===== config.mk =====
export PLATFORM = sky130hd
export DESIGN_NAME = bcd2_down
export DESIGN_NICKNAME = d
export VERILOG_FILES = /design/src/rtl/bcd2_down_pkg.sv /design/src/rtl/bcd2_down_digit.sv /design/src/rtl/bcd2_down.sv
export SDC_FILE = /design/constraint.sdc
export NUM_CORES = 1
export LEC_CHECK = 0
export CAP_MARGIN = 0
export CORE_MARGIN = 2
export CORE_UTILIZATION = 47
export CTS_CLUSTER_DIAMETER = 80
export DETAILED_ROUTE_END_ITERATION = 16
export DONT_BUFFER_PORTS = 1
export SYNTH_ARGS = -nofsm -noshare
export SYNTH_HDL_FRONTEND = slang
export SYNTH_SLANG_ARGS = --single-unit

===== constraint.sdc =====
create_clock -name clk -period 3.2 [get_ports clk]
set_input_delay 0.64 -clock clk [delete_from_list [all_inputs] [get_ports clk]]
set_output_delay 0.64 -clock clk [all_outputs]
set_load 0.02 [all_outputs]

===== src/rtl/bcd2_down_pkg.sv =====
// Shared types, constants and helpers for the two-digit BCD down counter.
package bcd2_down_pkg;

  typedef enum logic [1:0] {
    IDLE = 2'd0,
    RUN  = 2'd1,
    DONE = 2'd2
  } state_t;

  localparam logic [3:0] BCD_DIGIT_MAX = 4'd9;
  localparam logic [7:0] BCD_ZERO      = 8'h00;

  function automatic logic bcd_digit_valid(input logic [3:0] nibble);
    return (nibble <= BCD_DIGIT_MAX);
  endfunction

endpackage


===== src/rtl/bcd2_down_digit.sv =====
// One BCD digit counting down 9..0 with parallel load and a combinational borrow.
module bcd1_down
  import bcd2_down_pkg::*;
(
  input  logic       clk,
  input  logic       reset,
  input  logic       en,
  input  logic       ld,
  input  logic [3:0] ld_val,
  output logic [3:0] digit,
  output logic       borrow_out
);

  logic [3:0] digit_reg;

  // Load beats count; a decrement through zero wraps to 9 and borrows.
  always_ff @(posedge clk) begin
    if (reset) begin
      digit_reg <= 4'd0;
    end else if (ld) begin
      digit_reg <= ld_val;
    end else if (en) begin
      digit_reg <= (digit_reg == 4'd0) ? BCD_DIGIT_MAX : digit_reg - 4'd1;
    end
  end

  assign digit      = digit_reg;
  assign borrow_out = en & (digit_reg == 4'd0);

endmodule


===== src/rtl/bcd2_down.sv =====
// Two-digit BCD down counter with validated load, run/done FSM and terminal pulse.
// Optional periodic reload on terminal count when BCD2_DOWN_RELOAD_EN is defined.
module bcd2_down
  import bcd2_down_pkg::*;
(
  input  logic       clk,
  input  logic       reset,
  input  logic       load,
  input  logic [7:0] load_val,
  input  logic       x,
  output logic [7:0] bcd2_out,
  output logic       zero,
  output logic       busy,
  output logic       done,
  output logic       load_err
);

  state_t     state_reg, state_next;
  logic       done_reg, load_err_reg;
  logic       load_valid, load_ok, dec, terminal;
  logic       digit_ld;
  logic [7:0] digit_ld_val;
  logic       ones_borrow, tens_borrow;
  logic [3:0] ones_digit, tens_digit;

  assign load_valid = bcd_digit_valid(load_val[7:4]) & bcd_digit_valid(load_val[3:0]);
  assign load_ok    = load & load_valid;
  // Any load, even a rejected one, masks x on that edge.
  assign dec        = x & ~load & (state_reg == RUN);
  assign terminal   = dec & (bcd2_out == 8'h01);

`ifdef BCD2_DOWN_RELOAD_EN
  logic [7:0] reload_reg;

  always_ff @(posedge clk) begin
    if (reset) begin
      reload_reg <= BCD_ZERO;
    end else if (load_ok && (load_val != BCD_ZERO)) begin
      reload_reg <= load_val;
    end
  end

  assign digit_ld     = load_ok | terminal;
  assign digit_ld_val = load_ok ? load_val : reload_reg;
`else
  assign digit_ld     = load_ok;
  assign digit_ld_val = load_val;
`endif

  bcd1_down u_ones (
    .clk        (clk),
    .reset      (reset),
    .en         (dec),
    .ld         (digit_ld),
    .ld_val     (digit_ld_val[3:0]),
    .digit      (ones_digit),
    .borrow_out (ones_borrow)
  );

  bcd1_down u_tens (
    .clk        (clk),
    .reset      (reset),
    .en         (ones_borrow),
    .ld         (digit_ld),
    .ld_val     (digit_ld_val[7:4]),
    .digit      (tens_digit),
    .borrow_out (tens_borrow)
  );

  always_ff @(posedge clk) begin
    if (reset) begin
      state_reg    <= IDLE;
      done_reg     <= 1'b0;
      load_err_reg <= 1'b0;
    end else begin
      state_reg    <= state_next;
      done_reg     <= terminal;
      load_err_reg <= load & ~load_valid;
    end
  end

  always_comb begin
    state_next = state_reg;
    if (load_ok) begin
      state_next = (load_val != BCD_ZERO) ? RUN : IDLE;
    end else if (terminal) begin
`ifdef BCD2_DOWN_RELOAD_EN
      state_next = RUN;
`else
      state_next = DONE;
`endif
    end else if (tens_borrow) begin
      // Underflow from 00 only follows a corrupted state; park rather than keep counting.
      state_next = IDLE;
    end
  end

  assign bcd2_out = {tens_digit, ones_digit};
  assign zero     = (bcd2_out == BCD_ZERO);
  assign busy     = (state_reg == RUN);
  assign done     = done_reg;
  assign load_err = load_err_reg;

endmodule


# Yosys cells after proc, flatten, opt, wreduce, memory -nomap -nowiden
# Index checks and enable logic that the tools add are counted.
# op_classes
addsub	2
n_lt_le_gt_ge	2
n_eq_ne	2
muxes	10
bitwise_logic	10
n_reduce_logical	7
# op_table
cell	n
two-way mux 4 bit	6
AND 1 bit	8
equality test 8 x 1 -> 1 bit, second input constant	1
<= comparator 4 bit, second input constant	2
zero test 4 bit	2
zero test 8 bit	1
nonzero test 8 bit	1
subtractor 4 x 1 -> 4 bit, second input constant	2
two-way mux 2 bit	3
nonzero test 2 bit	2
nonzero test 3 bit	1
equality test 2 x 1 -> 1 bit, second input constant	1
inverter 1 bit	2
two-way mux 1 bit	1
# totals
register_bits	12
in_bits	12
out_inout_bits	12
word_cells	38

# Logic depth before layout (Yosys ltp)
# Gate-level depths: netlist of the first run.
# depth
word_depth	8
depth_mapped	5
depth_no_buf	4

# Cells and area by module
# A second synthesis of the first run with hierarchy kept.
# hier_totals
cells_unflattened	74
hier_area_um2	688.2
# modules_own_cells
module	n_inst	cells_per_inst	area_per_inst_um2	seq_area_each_um2
bcd1_down	2	24	221.5	80.1
bcd2_down	1	26	245.2	80.1

# Worst setup path before layout of the first run
# Ideal clock, no wire load.
# synth_timing
kind	flip-flop to output port
from	register u_ones.digit_reg[2], in the netlist u_ones.digit[2]
to	output port zero
arrival_ns	1.533
t_required_ns	2.560
slack_ns	1.027
stages_incl_launch_ff	4
path_buffers	0
cell_sequence	dfxtp_1 -> or4_4 -> nor4_2 -> nor2b_1
# synth_via
elab_chain_len	1
# synth_rtl
item	line	rtl
start: declaration	bcd2_down_digit.sv:14	logic [3:0] digit_reg;
start signal: assignment	bcd2_down_digit.sv:21	digit_reg <= ld_val;
start signal: assignment	bcd2_down_digit.sv:23	digit_reg <= (digit_reg == 4'd0) ? BCD_DIGIT_MAX : digit_reg - 4'd1;
zero test 8 bit	bcd2_down.sv:99	assign zero = (bcd2_out == BCD_ZERO);
end: declaration	bcd2_down.sv:12	output logic zero,
# Every way passes these cells.

# Worst setup path in the final report of the first run
# Same ends and word-level chain as after synthesis.

==> results of run 1 <==
[worst max path at each step]
stage / slack (ps) / to / start / cells after the start
after floorplan: 1030 / zero / u_ones.digit[2] / 3
after global placement: 940 / zero / u_ones.digit[2] / 3
after detailed placement: 920 / zero / u_ones.digit[2] / 3
after CTS: 620 / zero / u_ones.digit[2] / 3
after global routing: 510 / zero / u_ones.digit[2] / 3
final: 640 / zero / u_ones.digit[2] / 3
[where the power goes]
part	leakage (nW)	switching (mW)	internal (mW)
Combinational	0.108	0.0262	0.0215
Sequential	0.0982	0.0206	0.158
Clock	0.0210	0.0517	0.0691
[cell families after synthesis]
group,count (synthesis)
AO/OA/AOI/OAI,21
XOR/XNOR,2
buffers and inverters,4
flip-flops,12
multiplexers,1
AND/OR/NAND/NOR,33
[final cells by class]
| cell class | instances | area, sq um |
|---|---|---|
| timing repair buffer | 1 | 7.51 |
| sequential | 12 | 240 |
| clock buffer | 4 | 36.3 |
| inverter | 1 | 3.75 |
| tap | 15 | 18.8 |
| fill | 128 | 599 |
| multi-input combinational | 57 | 363 |
[stage by stage]
stage / instances / utilization
finish: 90 / 0.528
global route: 90 / 0.528
CTS: 90 / 0.528
detailed placement: 86 / 0.499
global placement: 86 / 0.499
floorplan: 73 / -
[routing by layer]
layer | GRT usage | up-vias | share of wire
met2 | 0.274 | 16 | 0.47
met5 | 0 | - | 0
li1 | - | 275 | -
met4 | 0.100 | 0 | 0.0041
met3 | 0.0611 | 2 | 0.061
met1 | 0.281 | 266 | 0.46
[cell usage after synthesis, types with 2 or more instances]
library cell / count / share of area
dfxtp_1: 12 / 0.39
nor2_1: 11 / 0.067
a211oi_1: 4 / 0.048
a21oi_1: 4 / 0.032
nand2_1: 4 / 0.024
nand3_1: 4 / 0.032
nor2b_1: 4 / 0.040
o21ai_1: 3 / 0.024
a31oi_1: 2 / 0.020
clkbuf_1: 2 / 0.012
o211ai_1: 2 / 0.024
==> flow_summary.json, run 1 <==
{
  "cts_buffers": 3,
  "antenna_left": 0,
  "synth_edf_count": 0,
  "port_buffers": 0,
  "die_h_um": 40.3,
  "ios": 24,
  "timing.rr.start": "u_ones.digit[2]",
  "max_freq_mhz": 391,
  "grt_pass1_vias": 473,
  "crit_path_end_kind": "output pin",
  "drive_above_1_share": 0.120,
  "start_util": 0.488,
  "ys_types": 32,
  "ff2ff_path_depth": 4,
  "placed_area_sq_um": 633,
  "yosysWarnings": 0,
  "maxSlewViolCount": 0,
  "clock_path_buffers": 2,
  "synthFlopType": "dfxtp_1",
  "outcome": "complete, no violations",
  "tns_ps": 0,
  "cts.clk_slew.worst_paths_ps": 80,
  "die_w_um": 40.3,
  "leakage_nw": 0.227,
  "worstPathRequired_ps": 2560,
  "fin_ws_ps": 645,
  "syn_area_sq_um": 619,
  "hpwl_mm": 1.09,
  "min_period_over_period": 0.799,
  "synth.mux.area_fraction": 0.0162,
  "vias": 559,
  "post_cts_buffers": 0,
  "final_nets": 88,
  "hp-start": "reset",
  "crit_buf_inv": 0,
  "h-tree-depth": 1,
  "wl_per_cell_um": 16.1,
  "r2r_slack_ps": 1380,
  "cts_resized": 0,
  "tightestPinTransition_ps": 521,
  "gp_congestion": 0.684,
  "critPathLaunchType": "flop",
  "drc": 0,
  "hold_class": "in2reg",
  "drtPass1Iterations": 4,
  "crit_arrival_ps": 1920,
  "period_needed_ps": 2560,
  "num_rows": 13,
  "postCtsHoldBufs": 0,
  "die_area_sq_um": 1620,
  "power.total_mw": 0.347,
  "grt_max_degree": 14,
  "path_cells": "or4_4 -> nor4_2 -> nor2b_1",
  "power_density_nw_per_um2": 518,
  "final_common_cell": "dfxtp_1",
  "avgSynthCellArea_sq_um": 8.48,
  "via_per_inst": 6.21,
  "final_cell_mix": "dfxtp_1 (12), nor2_1 (11)",
  "min_path_cells": 1,
  "antenna_cells": 0,
  "synth-simple-area-share": 0.305,
  "cpMaxStageDelayCell": "or4_4",
  "area_growth_pct": 8.08,
  "setup_violations": 0,
  "clock_latency_ps": 270,
  "cp_top_family": "simple AND/OR/NAND/NOR gates",
  "fp.coreArea_sq_um": 1270,
  "yosys.area_share.adder": 0,
  "timing.hold.ws_ps": 427,
  "fin_worst_skew_ps": 1.73,
  "async_flop_share": 0,
  "root_buffer": "clkbuf_4",
  "min_to": "u_tens.digit[3]",
  "max-slew-margin-rel": 0.652,
  "cap_violations": 0,
  "synth_nets": 85,
  "track_usage": 0.201,
  "final_cell_area_sq_um": 669,
  "synth_top_family_by_area": "simple AND/OR/NAND/NOR gates",
  "synth-seq-cells": 12,
  "grt_pass1_wl_mm": 2.10,
  "cts_tree": "done",
  "drtIter0Drc": 15,
  "synth_xor_area_frac": 0.0283,
  "routed_wl_mm": 1.45,
  "synthCells": 73,
  "synth_compound_area_frac": 0.236,
  "r2r-end": "state_reg[1]",
  "ys_seq_area_frac": 0.388,
  "critPathMaxStageDelay_ps": 590,
  "timing_hold_violations_final": 0,
  "gr-total-overflow": 0,
  "clock_sinks": 12,
  "critPathKind": "reg2out",
  "rsz0062_at_grt": "no",
  "antenna_found_initial": 0,
  "vdd_ir_drop_max_mv": 0.283,
  "dpl_worst_slack_ps": 918,
  "cp_max_fo": 6
}
Note: power is estimated with default switching activity, not from simulation.
==> inputs of run 2 (changes only) <==
--- a/config.mk
+++ b/config.mk
@@ -5,6 +5,7 @@
 export SDC_FILE = /design/constraint.sdc
 export NUM_CORES = 1
 export LEC_CHECK = 0
+export ABC_AREA = 1
 export CAP_MARGIN = 0
 export CORE_MARGIN = 2
 export CORE_UTILIZATION = 47
==> constraint.sdc (replaced) <==
create_clock -name clk -period 2.25 [get_ports clk]
set_input_delay 0.45 -clock clk [delete_from_list [all_inputs] [get_ports clk]]
set_output_delay 0.45 -clock clk [all_outputs]
set_load 0.02 [all_outputs]
==> flow_summary.json, run 2 <==
{
  "cpMaxStageDelayCell": "dfxtp_1",
  "multiInputGateArea_sq_um": 455,
  "via_per_inst": 5.25,
  "crit_arrival_ps": 1340,
  "power.total_mw": 0.537,
  "critPathCapture": "zero",
  "grt_max_degree": 16,
  "grt_pass1_wl_mm": 2.80,
  "die_w_um": 44.6,
  "yosysWarnings": 0,
  "maxSlewViolCount": 0,
  "cts.clk_slew.worst_paths_ps": 90,
  "crit_buf_inv": 0,
  "tns_ps": 0,
  "clock_sinks": 12,
  "setup_violations": 0,
  "synth_nets": 127,
  "critPathLaunch": "u_ones.digit[2]",
  "cp.depth": 3,
  "synth_top_cell_by_area": "dfxtp_1",
  "drive_above_1_share": 0.212,
  "cts_resized": 0,
  "max-slew-margin-rel": 0.744,
  "outcome": "complete, no violations",
  "nFillCells": 162,
  "critPathLaunchType": "flop",
  "drtIter0Drc": 17,
  "root_buffer": "clkbuf_4",
  "path_cells": "nor2_2 -> nand2_2 -> nor2_1",
  "synth-seq-cells": 12,
  "area_growth_pct": 5.82,
  "hold_class": "in2reg",
  "timing.hold.ws_ps": 220,
  "min_period_over_period": 0.796,
  "ff2ff_path_depth": 7,
  "fin_ws_ps": 460,
  "synthCells": 115,
  "synthFlopType": "dfxtp_1",
  "antenna_cells": 0,
  "die_h_um": 44.6,
  "seqCellArea_sq_um": 240,
  "synth_top_cells_by_area": "dfxtp_1 (31%), nand2_1 (9.7%), nor2_1 (9.2%), inv_1 (7.3%), nand3_1 (5.8%)",
  "gp_congestion": 0.741,
  "routed_wl_mm": 1.68,
  "cap_violations": 0,
  "avgSynthCellArea_sq_um": 6.73,
  "max_freq_mhz": 559,
  "h-tree-depth": 1,
  "synth_most_common_cell": "nand2_1",
  "timing_hold_violations_final": 0,
  "post_cts_buffers": 0,
  "critPathMaxStageDelay_ps": 410,
  "wl_per_cell_um": 12.5,
  "start_util": 0.508,
  "synth_common_cells": "nand2_1 (20), nor2_1 (19), inv_1 (15)",
  "tightestPinTransition_ps": 382,
  "vdd_ir_drop_max_mv": 0.350,
  "synth.top_cell.area_share": 0.310,
  "drtPass1Iterations": 4,
  "gr-total-overflow": 0,
  "final_nets": 131,
  "cp_max_fo": 4,
  "fin_worst_skew_ps": 7.46,
  "ys_seq_area_frac": 0.310,
  "period_needed_ps": 1790,
  "dpl_worst_slack_ps": 756,
  "synth_edf_count": 0,
  "grt_pass1_vias": 630,
  "die_area_sq_um": 1990,
  "cts_buffers": 3,
  "worstPathRequired_ps": 1800,
  "clock_path_buffers": 2,
  "ys_types": 22,
  "final_cell_mix": "nand2_1 (20), nor2_1 (19), inv_1 (15)",
  "final_common_cell": "nand2_1",
  "async_flop_share": 0,
  "syn_area_sq_um": 774,
  "drc": 0,
  "antenna_left": 0,
  "antenna_found_initial": 0,
  "fp.coreArea_sq_um": 1520,
  "cts_tree": "done",
  "power_density_nw_per_um2": 655,
  "port_buffers": 0,
  "cp_top_family": "simple AND/OR/NAND/NOR gates",
  "clock_latency_ps": 280,
  "crit_path_end_kind": "output pin",
  "track_usage": 0.195,
  "ios": 24,
  "leakage_nw": 0.349,
  "r2r-end": "u_tens.digit[2]",
  "vias": 704,
  "critPathKind": "reg2out",
  "hpwl_mm": 1.31,
  "timing.rr.start": "u_ones.digit[3]",
  "rsz0062_at_grt": "no",
  "postCtsHoldBufs": 0,
  "r2r_slack_ps": 950,
  "num_rows": 14
}
-- run 2: cell count changes in the layout (fill, tap and decap cells not counted), moves of 4 or more --
cell,change
nor2_4,+4
inv_1,+14
nor2_2,+4
nand2_1,+16
nor2_1,+8
nand3_1,+5
nand2_2,+4
-- run 2: worst min path at each step --
stage / slack [ps] / to / cells after the start / start
2_1_floorplan: 480 / state_reg[1] / 2 / state_reg[1]
3_3_place_gp: 490 / state_reg[1] / 2 / state_reg[1]
3_5_place_dp: 500 / state_reg[1] / 2 / state_reg[1]
4_1_cts: 220 / u_ones.digit[3] / 1 / reset
5_1_grt: 210 / load_err / 1 / reset
6_report: 220 / u_ones.digit[3] / 1 / reset
-- run 2: per-stage QoR --
stage,instances,util,cell area [sq um]
floorplan,115,-,774
global placement,130,0.514,783
finish,134,0.538,820
detailed placement,130,0.514,783
CTS,134,0.538,820
global route,134,0.538,820
-- run 2: worst register-to-register path, cell delays in order, from the launching register on --
cell and delay [ps]:
dfxtp_1 530, nor2_2 90, nand2_2 120, inv_2 50, nand2_2 80, nand2_1 90, o21ai_0 160, nor2b_1 60
-- run 2: metal layers --
layer,part of all wire,global-route usage,vias to the layer above
met5,0,0,-
li1,-,-,374
met4,0.017,0.109,0
met2,0.46,0.296,16
met1,0.47,0.242,310
met3,0.049,0.0612,4
-- run 2: cells by family after synthesis --
family | synth area share
xor gates and xnor gates | 0.0113
AOI/OAI and AO/OA | 0.150
buffers and inverters | 0.102
DFF | 0.310
and+or+nand+nor | 0.426
-- run 2: cell type report --
type,instances,area share
multi-input cells,84,0.556
clock buffers,4,0.0443
inverters,18,0.0824
well taps,16,0.0244
flip-flops and latches,12,0.293
-- run 2: power by group --
part	switching (mW)	internal, mW	total [mW]	leakage, nW
clock	0.0812	0.0986	0.180	0.0210
sequential	0.0283	0.225	0.253	0.0982
combinational	0.0689	0.0352	0.104	0.230
==> inputs of run 3 (changes only) <==
==> constraint.sdc (replaced) <==
create_clock -name clk -period 1.73 [get_ports clk]
set_input_delay 0.346 -clock clk [delete_from_list [all_inputs] [get_ports clk]]
set_output_delay 0.346 -clock clk [all_outputs]
set_load 0.02 [all_outputs]
==> flow_summary.json, run 3 (synthesis gave the netlist of run 2 again) <==
{
  "ff2ff_path_depth": 7,
  "utilization": 0.539,
  "hp-start": "reset",
  "multiInputGateArea_sq_um": 458,
  "final_nets": 131,
  "tns_ps": 0,
  "cts.clk_slew.worst_paths_ps": 90,
  "die_h_um": 44.6,
  "cts_tree": "done",
  "cp_max_fo": 4,
  "cts_buffers": 3,
  "placed_area_sq_um": 783,
  "worstPathRequired_ps": 1380,
  "wl_per_cell_um": 12.5,
  "max_freq_mhz": 623,
  "num_rows": 14,
  "postCtsHoldBufs": 0,
  "power_density_nw_per_um2": 852,
  "min_path_cells": 1,
  "rsz0062_at_grt": "no",
  "grt_max_degree": 16,
  "critPathKind": "reg2out",
  "leakage_nw": 0.349,
  "via_per_inst": 5.25,
  "port_buffers": 0,
  "cap_violations": 0,
  "drtPass1Iterations": 4,
  "clock_sinks": 12,
  "outcome": "complete, no violations",
  "r2r-end": "u_tens.digit[2]",
  "maxSlewViolCount": 0,
  "hold_class": "in2reg",
  "timing.rr.start": "u_ones.digit[0]",
  "power.total_mw": 0.700,
  "gr-total-overflow": 0,
  "tightestPinTransition_ps": 368,
  "min_to": "u_ones.digit[3]",
  "setup_violations": 0,
  "final_cell_mix": "nand2_1 (20), nor2_1 (18), inv_1 (15)",
  "root_buffer": "clkbuf_4",
  "fin_worst_skew_ps": 7.41,
  "fp.coreArea_sq_um": 1520,
  "ios": 24,
  "drive_above_1_share": 0.220,
  "die_area_sq_um": 1990,
  "max-slew-margin-rel": 0.754,
  "final_common_cell": "nand2_1",
  "hpwl_mm": 1.31,
  "grt_pass1_wl_mm": 2.80,
  "crit_path_end_kind": "output pin",
  "drc": 0,
  "crit_arrival_ps": 1260,
  "r2r_slack_ps": 420,
  "antenna_cells": 0,
  "routed_wl_mm": 1.68,
  "antenna_found_initial": 0,
  "clock_path_buffers": 2,
  "h-tree-depth": 1,
  "area_growth_pct": 6.14,
  "post_cts_buffers": 0,
  "vias": 704,
  "min_period_over_period": 0.928,
  "seqCellArea_sq_um": 240,
  "drtIter0Drc": 17,
  "critPathLaunchType": "flop",
  "gp_congestion": 0.741,
  "period_needed_ps": 1600,
  "vdd_ir_drop_max_mv": 0.456,
  "timing_hold_violations_final": 0,
  "start_util": 0.508,
  "clock_latency_ps": 280,
  "antenna_left": 0,
  "die_w_um": 44.6,
  "nFillCells": 163,
  "final_cell_area_sq_um": 822,
  "track_usage": 0.195,
  "grt_pass1_vias": 630
}
run 3: worst max path at each step:
stage	slack (ps)	to	depth (start not counted)	startpoint
3_3_place_gp	360	zero	3	u_ones.digit[0]
6_report	130	zero	3	u_ones.digit[2]
2_1_floorplan	420	zero	3	u_ones.digit[0]
5_1_grt	40	zero	3	u_ones.digit[3]
4_1_cts	20	zero	3	u_ones.digit[0]
3_5_place_dp	340	zero	3	u_ones.digit[0]
run 3: cell type report:
type / instances / share of cell area
Clock buffer: 4 / 0.0441
Multi-Input combinational cell: 84 / 0.557
Tap cell: 16 / 0.0244
Inverter: 18 / 0.0822
Sequential cell: 12 / 0.292
run 3: stage by stage:
step | instances | worst slack, ps | hold slack, ps
after floorplan | 115 | 419 | 415
after global placement | 130 | 359 | 418
after detailed placement | 130 | 340 | 420
after CTS | 134 | 20.6 | 116
after global routing | 134 | 38.5 | 102
final | 134 | 125 | 116
run 3: layer usage:
layer	global-route usage	wire [um]
met5	0	0
met1	0.242	783
met3	0.0612	83
met4	0.109	28
met2	0.296	780
run 3: power by group:
part / switching [mW] / total [mW] / internal [mW]
clock: 0.106 / 0.234 / 0.128
combinational: 0.0909 / 0.138 / 0.0468
sequential: 0.0369 / 0.329 / 0.292
run 3: timing repair:
item / 4_1_cts / 5_1_grt
endpoints found under the hold margin: 0 / 0
gates resized for setup: 0 / 1
setup endpoints to repair: 0 / 1
run 3: critical path, cell delays in order (launching register included):
cell and delay [ps]:
dfxtp_1 410, nor2_2 200, nand2_2 120, nor2_2 250
